`src/rtl/image_byte_serializer_pkg.sv`:
```
// Shared constants and lane helpers for the image byte serializer.
// A pixel pair is packed {B1,G1,R1,B0,G0,R0} with R0 in the low byte.
package image_byte_serializer_pkg;

    localparam int unsigned PAIR_W             = 48;
    localparam int unsigned BYTES_PER_PAIR     = 6;
    localparam int unsigned BYTES_PER_PIXEL    = 3;
    localparam int unsigned DEFAULT_WIDTH      = 768;
    localparam int unsigned DEFAULT_HEIGHT     = 512;
    localparam int unsigned DEFAULT_FIFO_DEPTH = 16;

    // BMP byte order: blue, green, red for each pixel of the pair.
    typedef enum logic [2:0] {
        LANE_B0 = 3'd0,
        LANE_G0 = 3'd1,
        LANE_R0 = 3'd2,
        LANE_B1 = 3'd3,
        LANE_G1 = 3'd4,
        LANE_R1 = 3'd5
    } lane_e;

    function automatic logic [7:0] lane_byte(input logic [PAIR_W-1:0] pair, input lane_e lane);
        logic [7:0] b;
        case (lane)
            LANE_B0: b = pair[23:16];
            LANE_G0: b = pair[15:8];
            LANE_R0: b = pair[7:0];
            LANE_B1: b = pair[47:40];
            LANE_G1: b = pair[39:32];
            LANE_R1: b = pair[31:24];
            default: b = '0;
        endcase
        return b;
    endfunction

endpackage

```
`src/rtl/image_byte_serializer_sync_fifo.sv`:
```
// Synchronous FIFO with registered read data: rd_data_o updates on the edge
// that pops the head. Power-of-two DEPTH, synchronous active-high reset.
module image_byte_serializer_sync_fifo #(
    parameter int unsigned DATA_W = 48,
    parameter int unsigned DEPTH  = 16
) (
    input  logic                    clk_i,
    input  logic                    rst_i,
    input  logic                    wr_en_i,
    input  logic [DATA_W-1:0]       wr_data_i,
    input  logic                    rd_en_i,
    output logic [DATA_W-1:0]       rd_data_o,
    output logic                    full_o,
    output logic                    empty_o,
    output logic [$clog2(DEPTH):0]  count_o
);

    localparam int unsigned   AW        = $clog2(DEPTH);
    localparam logic [AW:0]   DEPTH_CNT = (AW+1)'(DEPTH);

    logic [DATA_W-1:0] mem_q [DEPTH];
    logic [DATA_W-1:0] rd_data_q;
    logic [AW-1:0]     wr_ptr_q;
    logic [AW-1:0]     rd_ptr_q;
    logic [AW:0]       count_q;
    logic [AW:0]       count_d;
    logic              wr_ok;
    logic              rd_ok;

    assign full_o    = (count_q == DEPTH_CNT);
    assign empty_o   = (count_q == '0);
    assign count_o   = count_q;
    assign rd_data_o = rd_data_q;
    assign wr_ok     = wr_en_i && !full_o;
    assign rd_ok     = rd_en_i && !empty_o;

    always_comb begin
        count_d = count_q;
        case ({wr_ok, rd_ok})
            2'b10:   count_d = count_q + (AW+1)'(1);
            2'b01:   count_d = count_q - (AW+1)'(1);
            default: count_d = count_q;
        endcase
    end

    always_ff @(posedge clk_i) begin
        if (wr_ok) begin
            mem_q[wr_ptr_q] <= wr_data_i;
        end
    end

    always_ff @(posedge clk_i) begin
        if (rst_i) begin
            wr_ptr_q  <= '0;
            rd_ptr_q  <= '0;
            count_q   <= '0;
            rd_data_q <= '0;
        end else begin
            count_q <= count_d;
            if (wr_ok) begin
                wr_ptr_q <= wr_ptr_q + AW'(1);
            end
            if (rd_ok) begin
                rd_data_q <= mem_q[rd_ptr_q];
                rd_ptr_q  <= rd_ptr_q + AW'(1);
            end
        end
    end

endmodule

```
`src/rtl/image_byte_serializer.sv`:
```
// Serializes a 2-pixel-per-cycle RGB888 stream into BMP-order bytes (B,G,R)
// with valid/ready handshake, end-of-row/frame markers and overflow flag.
module image_byte_serializer
    import image_byte_serializer_pkg::*;
#(
    parameter int unsigned WIDTH      = DEFAULT_WIDTH,
    parameter int unsigned HEIGHT     = DEFAULT_HEIGHT,
    parameter int unsigned FIFO_DEPTH = DEFAULT_FIFO_DEPTH
) (
    input  logic       HCLK,
    input  logic       HRESET,
    input  logic       HSYNC,
    input  logic [7:0] DATA_R0,
    input  logic [7:0] DATA_G0,
    input  logic [7:0] DATA_B0,
    input  logic [7:0] DATA_R1,
    input  logic [7:0] DATA_G1,
    input  logic [7:0] DATA_B1,
    output logic       in_ready,
    output logic [7:0] out_byte,
    output logic       out_valid,
    input  logic       out_ready,
    output logic       out_eol,
    output logic       out_last,
    output logic       frame_done,
    output logic       overflow
);

    localparam int unsigned COL_N = BYTES_PER_PIXEL * WIDTH;
    localparam int unsigned COL_W = $clog2(COL_N);
    localparam int unsigned ROW_W = (HEIGHT > 1) ? $clog2(HEIGHT) : 1;
    localparam int unsigned CNT_W = $clog2(FIFO_DEPTH) + 1;

    localparam logic [COL_W-1:0] COL_LAST  = COL_W'(COL_N - 1);
    localparam logic [ROW_W-1:0] ROW_LAST  = ROW_W'(HEIGHT - 1);
    localparam logic [CNT_W-1:0] DEPTH_CNT = CNT_W'(FIFO_DEPTH);
    localparam lane_e            LANE_LAST = lane_e'(3'(BYTES_PER_PAIR - 1));

    logic [PAIR_W-1:0] wr_pair;
    logic [PAIR_W-1:0] fifo_rd_data;
    logic [CNT_W-1:0]  fifo_used;
    logic [CNT_W-1:0]  fifo_count;
    logic              fifo_full;
    logic              fifo_empty;
    logic              fifo_pop;
    logic              push;
    logic              handshake;
    logic              lane_done;
    logic              hold_load;

    logic              pf_valid_q,   pf_valid_d;
    logic [PAIR_W-1:0] hold_q,       hold_d;
    logic              hold_valid_q, hold_valid_d;
    lane_e             lane_q,       lane_d;
    logic [COL_W-1:0]  col_q,        col_d;
    logic [ROW_W-1:0]  row_q,        row_d;
    logic              frame_done_q, frame_done_d;
    logic              overflow_q,   overflow_d;

    assign wr_pair = {DATA_B1, DATA_G1, DATA_R1, DATA_B0, DATA_G0, DATA_R0};

    // A pair stays counted against FIFO_DEPTH until its last byte is taken,
    // including while it sits in the prefetch or holding register.
    assign fifo_count = fifo_used + CNT_W'(pf_valid_q) + CNT_W'(hold_valid_q);
    assign in_ready   = (fifo_count != DEPTH_CNT) && !fifo_full;
    assign push       = HSYNC && in_ready;

    assign handshake = hold_valid_q && out_ready;
    assign lane_done = handshake && (lane_q == LANE_LAST);
    assign hold_load = pf_valid_q && (!hold_valid_q || lane_done);
    assign fifo_pop  = !fifo_empty && (!pf_valid_q || hold_load);

    assign out_valid  = hold_valid_q;
    assign out_byte   = lane_byte(hold_q, lane_q);
    assign out_eol    = hold_valid_q && (col_q == COL_LAST);
    assign out_last   = out_eol && (row_q == ROW_LAST);
    assign frame_done = frame_done_q;
    assign overflow   = overflow_q;

    image_byte_serializer_sync_fifo #(
        .DATA_W (PAIR_W),
        .DEPTH  (FIFO_DEPTH)
    ) u_fifo (
        .clk_i     (HCLK),
        .rst_i     (HRESET),
        .wr_en_i   (push),
        .wr_data_i (wr_pair),
        .rd_en_i   (fifo_pop),
        .rd_data_o (fifo_rd_data),
        .full_o    (fifo_full),
        .empty_o   (fifo_empty),
        .count_o   (fifo_used)
    );

    always_comb begin
        pf_valid_d   = pf_valid_q;
        hold_d       = hold_q;
        hold_valid_d = hold_valid_q;
        lane_d       = lane_q;
        col_d        = col_q;
        row_d        = row_q;
        frame_done_d = 1'b0;
        overflow_d   = overflow_q | (HSYNC & ~in_ready);

        if (fifo_pop) begin
            pf_valid_d = 1'b1;
        end else if (hold_load) begin
            pf_valid_d = 1'b0;
        end

        if (hold_load) begin
            hold_d       = fifo_rd_data;
            hold_valid_d = 1'b1;
            lane_d       = LANE_B0;
        end else if (lane_done) begin
            hold_valid_d = 1'b0;
            lane_d       = LANE_B0;
        end else if (handshake) begin
            lane_d = lane_e'(lane_q + 3'd1);
        end

        if (handshake) begin
            frame_done_d = out_last;
            if (col_q == COL_LAST) begin
                col_d = '0;
                row_d = (row_q == ROW_LAST) ? '0 : row_q + ROW_W'(1);
            end else begin
                col_d = col_q + COL_W'(1);
            end
        end
    end

    always_ff @(posedge HCLK) begin
        if (HRESET) begin
            pf_valid_q   <= 1'b0;
            hold_q       <= '0;
            hold_valid_q <= 1'b0;
            lane_q       <= LANE_B0;
            col_q        <= '0;
            row_q        <= '0;
            frame_done_q <= 1'b0;
            overflow_q   <= 1'b0;
        end else begin
            pf_valid_q   <= pf_valid_d;
            hold_q       <= hold_d;
            hold_valid_q <= hold_valid_d;
            lane_q       <= lane_d;
            col_q        <= col_d;
            row_q        <= row_d;
            frame_done_q <= frame_done_d;
            overflow_q   <= overflow_d;
        end
    end

endmodule

```
`config.mk`:
```
export PLATFORM = sky130hd
export DESIGN_NAME = image_byte_serializer
export DESIGN_NICKNAME = d
export VERILOG_FILES = /design/src/rtl/image_byte_serializer_pkg.sv /design/src/rtl/image_byte_serializer_sync_fifo.sv /design/src/rtl/image_byte_serializer.sv
export SDC_FILE = /design/constraint.sdc
export NUM_CORES = 1
export LEC_CHECK = 0
export BUFFER_PORTS_ARGS = -buffer_cell sky130_fd_sc_hd__buf_4
export CORE_AREA = 3 3 268 270
export CTS_CLUSTER_DIAMETER = 150
export DETAILED_ROUTE_END_ITERATION = 10
export DIE_AREA = 0 0 271 273
export PLACE_DENSITY = 0.65
export RECOVER_POWER = 100
export SETUP_SLACK_MARGIN = 0.05
export SLEW_MARGIN = 10
export SYNTH_ARGS = -nofsm -noshare
export SYNTH_HDL_FRONTEND = slang
export SYNTH_SLANG_ARGS = --single-unit
```
`constraint.sdc`:
```
create_clock -name HCLK -period 6 [get_ports HCLK]
set_input_delay 0.3 -clock HCLK [delete_from_list [all_inputs] [get_ports HCLK]]
set_output_delay 0.3 -clock HCLK [all_outputs]
set_load 0.05 [all_outputs]
```
# Word-level counts from Yosys, hierarchy flattened
# Memory sizes are Yosys's and may differ from the RTL's. A register that Yosys moved wholly into a read port is not among the register bits.
# Index checks and enable logic that the tools add are counted.
# totals
out_inout_bits,14
register_bits,89
mem_count,1
word_cells,70
ramBits,768
# op_classes
reduce_logical,24
n_mux,10
bitwise_logic,4
add_sub_neg,9
eq_ne,11
# memory_table
memory,words,width,read_ports,rd_clocked_by_memory_dff,write_ports,line,source
u_fifo.mem_q,16,48,1,1,1,image_byte_serializer_sync_fifo.sv:21,logic [DATA_W-1:0] mem_q [DEPTH];
# ops
operator,count
one-hot mux 8 bit (6 select lines),1
"adder 12 x 1 -> 12 bit, second input constant",1
"equality test 12 bit, second input constant",1
2-to-1 mux 12 bit,1
adder 5 x 1 -> 5 bit,2
logical AND 1 bit,10
one-hot mux 5 bit (2 select lines),1
"adder 9 x 1 -> 9 bit, second input constant",1
"equality test 9 bit, second input constant",1
2-to-1 mux 9 bit,1
"adder 4 x 1 -> 4 bit, second input constant",2
"equality test 3 x 2 -> 1 bit, second input constant",2
"equality test 3 bit, second input constant",2
2-to-1 mux 1 bit,6
nonzero test 2 bit,3
"adder 5 x 1 -> 5 bit, second input constant",1
"equality test 5 bit, second input constant",1
zero test 5 bit,1
"inequality test 5 bit, second input constant",1
"subtractor 5 x 1 -> 5 bit, second input constant",1
zero test 1 bit,4
"adder 3 x 1 -> 3 bit, second input constant",1
"equality test 3 x 1 -> 1 bit, second input constant",1
zero test 3 bit,1
other kinds (9),11

# Depth between registers and ports, before layout
# logic_depth
word_depth,9
depth_mapped,16

# By module
# From an unflattened synthesis, not the netlist that was laid out.
# hier_totals
hier_cells,1755
area_unflattened_um2,34749.6
# by_module_without_submodules
mod,seq_area_each_um2,cells_per_inst,n_inst,area_each_um2
image_byte_serializer_sync_fifo,24283.3,1379,1,31280.0
image_byte_serializer,1521.5,376,1,3469.6

# Worst setup path after synthesis
# Ideal clock, no wire load.
# synth_path
kind,reg-to-reg
start,"register hold_valid_q, in the netlist out_valid"
end,"memory u_fifo.mem_q[11][0], enable pin"
arrival_ns,4.914
setup_slack_ns,0.574
path_stages_with_launch,7
cell_sequence,dfxtp_1 fa_1 ha_1 nand2_1 a211o_1 o2111ai_1 nor3_1
# synth_between
elab_chain_cells,7
# synth_lines
element,line,source
from (decl),image_byte_serializer.sv:53,"logic hold_valid_q, hold_valid_d;"
from (signal assigned),image_byte_serializer.sv:146,hold_valid_q <= hold_valid_d;
adder 5 x 1 -> 5 bit,image_byte_serializer.sv:64,assign fifo_count = fifo_used + CNT_W'(pf_valid_q) + CNT_W'(hold_valid_q);
inequality test 5 bit,image_byte_serializer.sv:65,assign in_ready = (fifo_count != DEPTH_CNT) && !fifo_full;
logical AND 1 bit,image_byte_serializer.sv:65,
logical AND 1 bit,image_byte_serializer.sv:66,assign push = HSYNC && in_ready;
logical AND 1 bit,image_byte_serializer_sync_fifo.sv:34,assign wr_ok = wr_en_i && !full_o;
2-to-1 mux 1 bit,image_byte_serializer_sync_fifo.sv:47,if (wr_ok) begin
2-to-1 mux 1 bit (implied by the code),image_byte_serializer_sync_fifo.sv:48,mem_q[wr_ptr_q] <= wr_data_i;
to (decl),image_byte_serializer_sync_fifo.sv:21,
# No other way between the ends.

# Final worst setup path
# layout_path
start,register lane_q[1]
end,"register u_fifo.rd_data_q[45], in the netlist u_fifo.rd_data_o[45], read port of u_fifo.mem_q"
# layout_between
elab_chain_cells,7
# layout_lines
element,line,source
from (decl),image_byte_serializer.sv:54,"lane_e lane_q, lane_d;"
from (signal assigned),image_byte_serializer.sv:147,lane_q <= lane_d;
equality test 3 bit,image_byte_serializer.sv:69,assign lane_done = handshake && (lane_q == LANE_LAST);
logical AND 1 bit,image_byte_serializer.sv:69,
logical OR 1 bit,image_byte_serializer.sv:70,assign hold_load = pf_valid_q && (!hold_valid_q || lane_done);
logical AND 1 bit,image_byte_serializer.sv:70,
logical OR 1 bit,image_byte_serializer.sv:71,assign fifo_pop = !fifo_empty && (!pf_valid_q || hold_load);
logical AND 1 bit,image_byte_serializer.sv:71,
via fifo_pop,image_byte_serializer.sv:45,logic fifo_pop;
logical AND 1 bit,image_byte_serializer_sync_fifo.sv:35,assign rd_ok = rd_en_i && !empty_o;
to (decl),image_byte_serializer_sync_fifo.sv:22,logic [DATA_W-1:0] rd_data_q;
# The timed path passes the listed nets, and every way through them passes these cells.
# A chain may end at the register's enable or synchronous reset.

==> summary.md <==
| Metric | Value |
|---|---|
| Post-DP HPWL | `35.6 mm` |
| Post-synth ARST share | `0%` |
| Synth area leaders | `edfxtp_1, mux4_2, dfxtp_1, mux2_2, mux2i_1` |
| Full die area | `0.0740 mm^2` |
| Critical path arrival | `5560 ps` |
| Synth Area in Compound Gates | `3.75%` |
| Synth top area share | `66.7%` |
| Post-synth EDFFs | `768` |
| Core area | `0.0698 mm^2` |
| Row count | `97` |
| DR iter-0 viols | `1671` |
| Critical Path, Cell by Cell | `inv_1 > ha_1 > nand3_1 > a32oi_1 > and3b_1 > a22oi_1 > o21ai_0` |
| DRC | `0` |
| Final setup viols | `0` |
| Outcome | `finished, violations left` |
| Lkg Pwr | `0.0122 uW` |
| Setup TNS | `0 ps` |
| Post-synth top area cell | `edfxtp_1` |
| Hold Path Class | `input port to register` |
| Worst setup margin | `983 ps` |
| Register area share after synthesis | `74.6%` |
| Vias | `17.0k` |
| Worst slew margin | `-106%` |
| CP max-delay cell | `and3b_1` |
| Simple-Gate Fraction of Synth Area | `3.13%` |
| Tcrit/Tclk final | `83.6%` |
| Top cell family by delay on the critical path | `simple AND/OR/NAND/NOR gates` |
| Inserted Clock Buffers | `92` |
| Unrepaired setup endpoints after global routing | `false` |
| Dpl ws | `1760 ps` |
| Clk buf depth | `3` |
| Clock Sinks | `905` |
| WP buf/inv | `1` |
| Xor and xnor area share after synthesis | `0.456%` |
| Critical Path RT | `6550 ps` |
| Mean post-synth cell area | `19.3 um^2` |
| Clock latency on the worst-skew pair | `640 ps` |
| Final ANT Viol Nets | `0` |
| Global Route Usage Sum | `20.0%` |
| Yosys cell types | `51` |
| CTS tree | `built` |
| Vias per cell | `5.79` |
| WL/cell | `24.9 um` |
| Violated checks | `capacitance limit, slew limit` |
| Min cycle time layout | `5020 ps` |
| Top_reg_cell synth | `edfxtp_1` |
| # IOs | `66` |
| WL final | `73.1 mm` |
| Worst-path clk slew | `60 ps` |
| Layout cells sized above 1 | `21.4%` |
| Ys Warns | `0` |
| Largest family of logic cells by synthesized area | `multiplexers` |
| Fin. Hold Viols | `0` |
| Synth Area in Adders | `0.767%` |
| Worst slew pin tran | `3080 ps` |
| Vias in the first global route | `17.6k` |
| Pins over their slew limit | `856` |
| Delay of the slowest critical-path stage | `2390 ps` |
| Area Overhead vs Synth | `13.6%` |
| CP Max Fanout | `48` |
| Initial antenna violation count | `2` |
| Most frequent cells after synthesis | `edfxtp_1, mux4_2, dfxtp_1` |
| Most frequent cell after synthesis | `edfxtp_1` |
| Chip Width | `271 um` |
| Layout Skew | `19.6 ps` |
| Fillcell total | `5226` |
| Worst setup EP type | `register` |
| Root buffer cell | `clkbuf_16` |
| Power Density | `415 mW/mm^2` |
| Starting Density | `49.6%` |
| WHS | `58.8 ps` |
| DIE HEIGHT | `273 um` |
| H-tree levels | `3` |
| GPL Wtd Cong | `0.783` |
| Pre-antenna DRT Iters | `5` |
| Largest net degree at the start of global routing | `111` |
| Synth Cell Area | `0.0346 mm^2` |
| WS Path Type | `register to register` |
| Synthesized flop and latch total | `905` |
| Startpoint types | `register` |
| GRT overflow | `0` |
| First-pass GRT wire length | `111 mm` |
| Mapped Nets | `1868` |
| Max-cap violations | `18` |
| Max rail drop VDD | `0.296 mV` |
| Fmax | `199 MHz` |
| # nets final | `1988` |
| Mapped Cells | `1796` |
| Port bufs | `65` |
| Post-synthesis mux area share | `15.6%` |
[where the power goes]
part           switching [uW]  internal [uW]
Sequential                391           7280
Clock                    2330           3540
Combinational            1460           1290
Total                    4180          12100
[registers in the layout, summed over array words and instances, names as in the netlist]
name,count
u_fifo.count_o,5
hold_q,48
overflow,1
lane_q,3
u_fifo.mem_q,768
frame_done,1
row_q,9
u_fifo.rd_data_o,48
col_q,12
u_fifo.wr_ptr_q,4
u_fifo.rd_ptr_q,4
out_valid,1
pf_valid_q,1
[cell type report]
class	count	area (um^2)	share of cell area [%]
clock buffers	135	2690	6.84
flip-flops and latches	905	25800	65.7
multi-input cells	776	8230	20.9
clock inverters	38	464	1.18
inverters	13	48.8	0.124
well taps	940	1180	2.99
repair buffers	128	880	2.24
diodes	2	5.00	0.0127
[layout by cell type (no fill, tap or decap), types with 3 or more instances in the layout]
master         instances
and3_2                13
clkinv_2              15
clkbuf_8              16
mux2i_1               51
dfxtp_4                3
nand2_1              118
xor2_1                10
buf_4                 11
a222oi_1               7
inv_1                 13
a32o_1                 4
clkinv_1               7
nor2b_1                5
bufinv_16             10
o21ai_0               59
a21oi_1               73
dlygate4sd3_1         49
or3_1                  4
dfxtp_1              134
mux4_2               192
and3_1                 5
ha_1                  18
nand4_1                4
buf_12                 3
inv_6                  4
a21o_1                 3
clkbuf_1              87
clkbuf_16             95
nor3_1                10
edfxtp_1             768
a22oi_1               54
mux2_2                51
xnor2_1                8
nor2_1                42
nand3_1               10
and2_1                 4
and4_1                 4
[timing repair]
item                                   in CTS  in global routing
hold buffers                               49                  0
gates resized for setup                     0                  0
buffers inserted                            0                  0
endpoints found under the hold margin     769                  0
[routing by layer]
layer,track usage (%),vias up,wire length [um]
met5,0,-,0
li1,-,7496,-
met3,3.31,106,3910
met1,28.4,8951,31900
met2,32.4,440,35600
met4,5.66,0,1680
[metrics by stage]
stage	cell area, um^2	util (%)	std cells	power, uW
floorplan	34600	-	1796	9830
global placement	36000	51.6	2713	10600
detailed placement	36000	51.6	2713	10700
CTS	39600	56.8	2935	16500
global route	39300	56.3	2935	17000
finish	39300	56.3	2937	16300
[final timing paths]
check / startpoint / endpoint / slack [ps] / cells after the start
max: lane_q[1]$_SDFFE_PP0P_ / u_fifo.rd_data_o[45]$_SDFFE_PP0P_ / 980 / 7
min: out_ready / col_q[2]$_SDFFE_PP0P_ / 60 / 4
max reg2reg: lane_q[1]$_SDFFE_PP0P_ / u_fifo.rd_data_o[45]$_SDFFE_PP0P_ / 980 / 7
min reg2reg: hold_q[29]$_SDFFE_PP0P_ / hold_q[29]$_SDFFE_PP0P_ / 460 / 2
[cell families (layout without fill, tap and decap cells)]
group / count (synthesis) / count (layout)
AOI/OAI and AO/OA: 210 / 210
xor gates and xnor gates: 18 / 18
adders and majority gates: 20 / 20
buffers and inverters: 115 / 314
DFF: 905 / 905
muxes: 294 / 294
other: 0 / 2
and+or+nand+nor: 234 / 234
[tightest hold or removal path: stages]
cell and delay, ps:
buf_4 140, nand3_1 90, xor2_1 60, nor2_1 70
(Power assumes the default switching activity.)
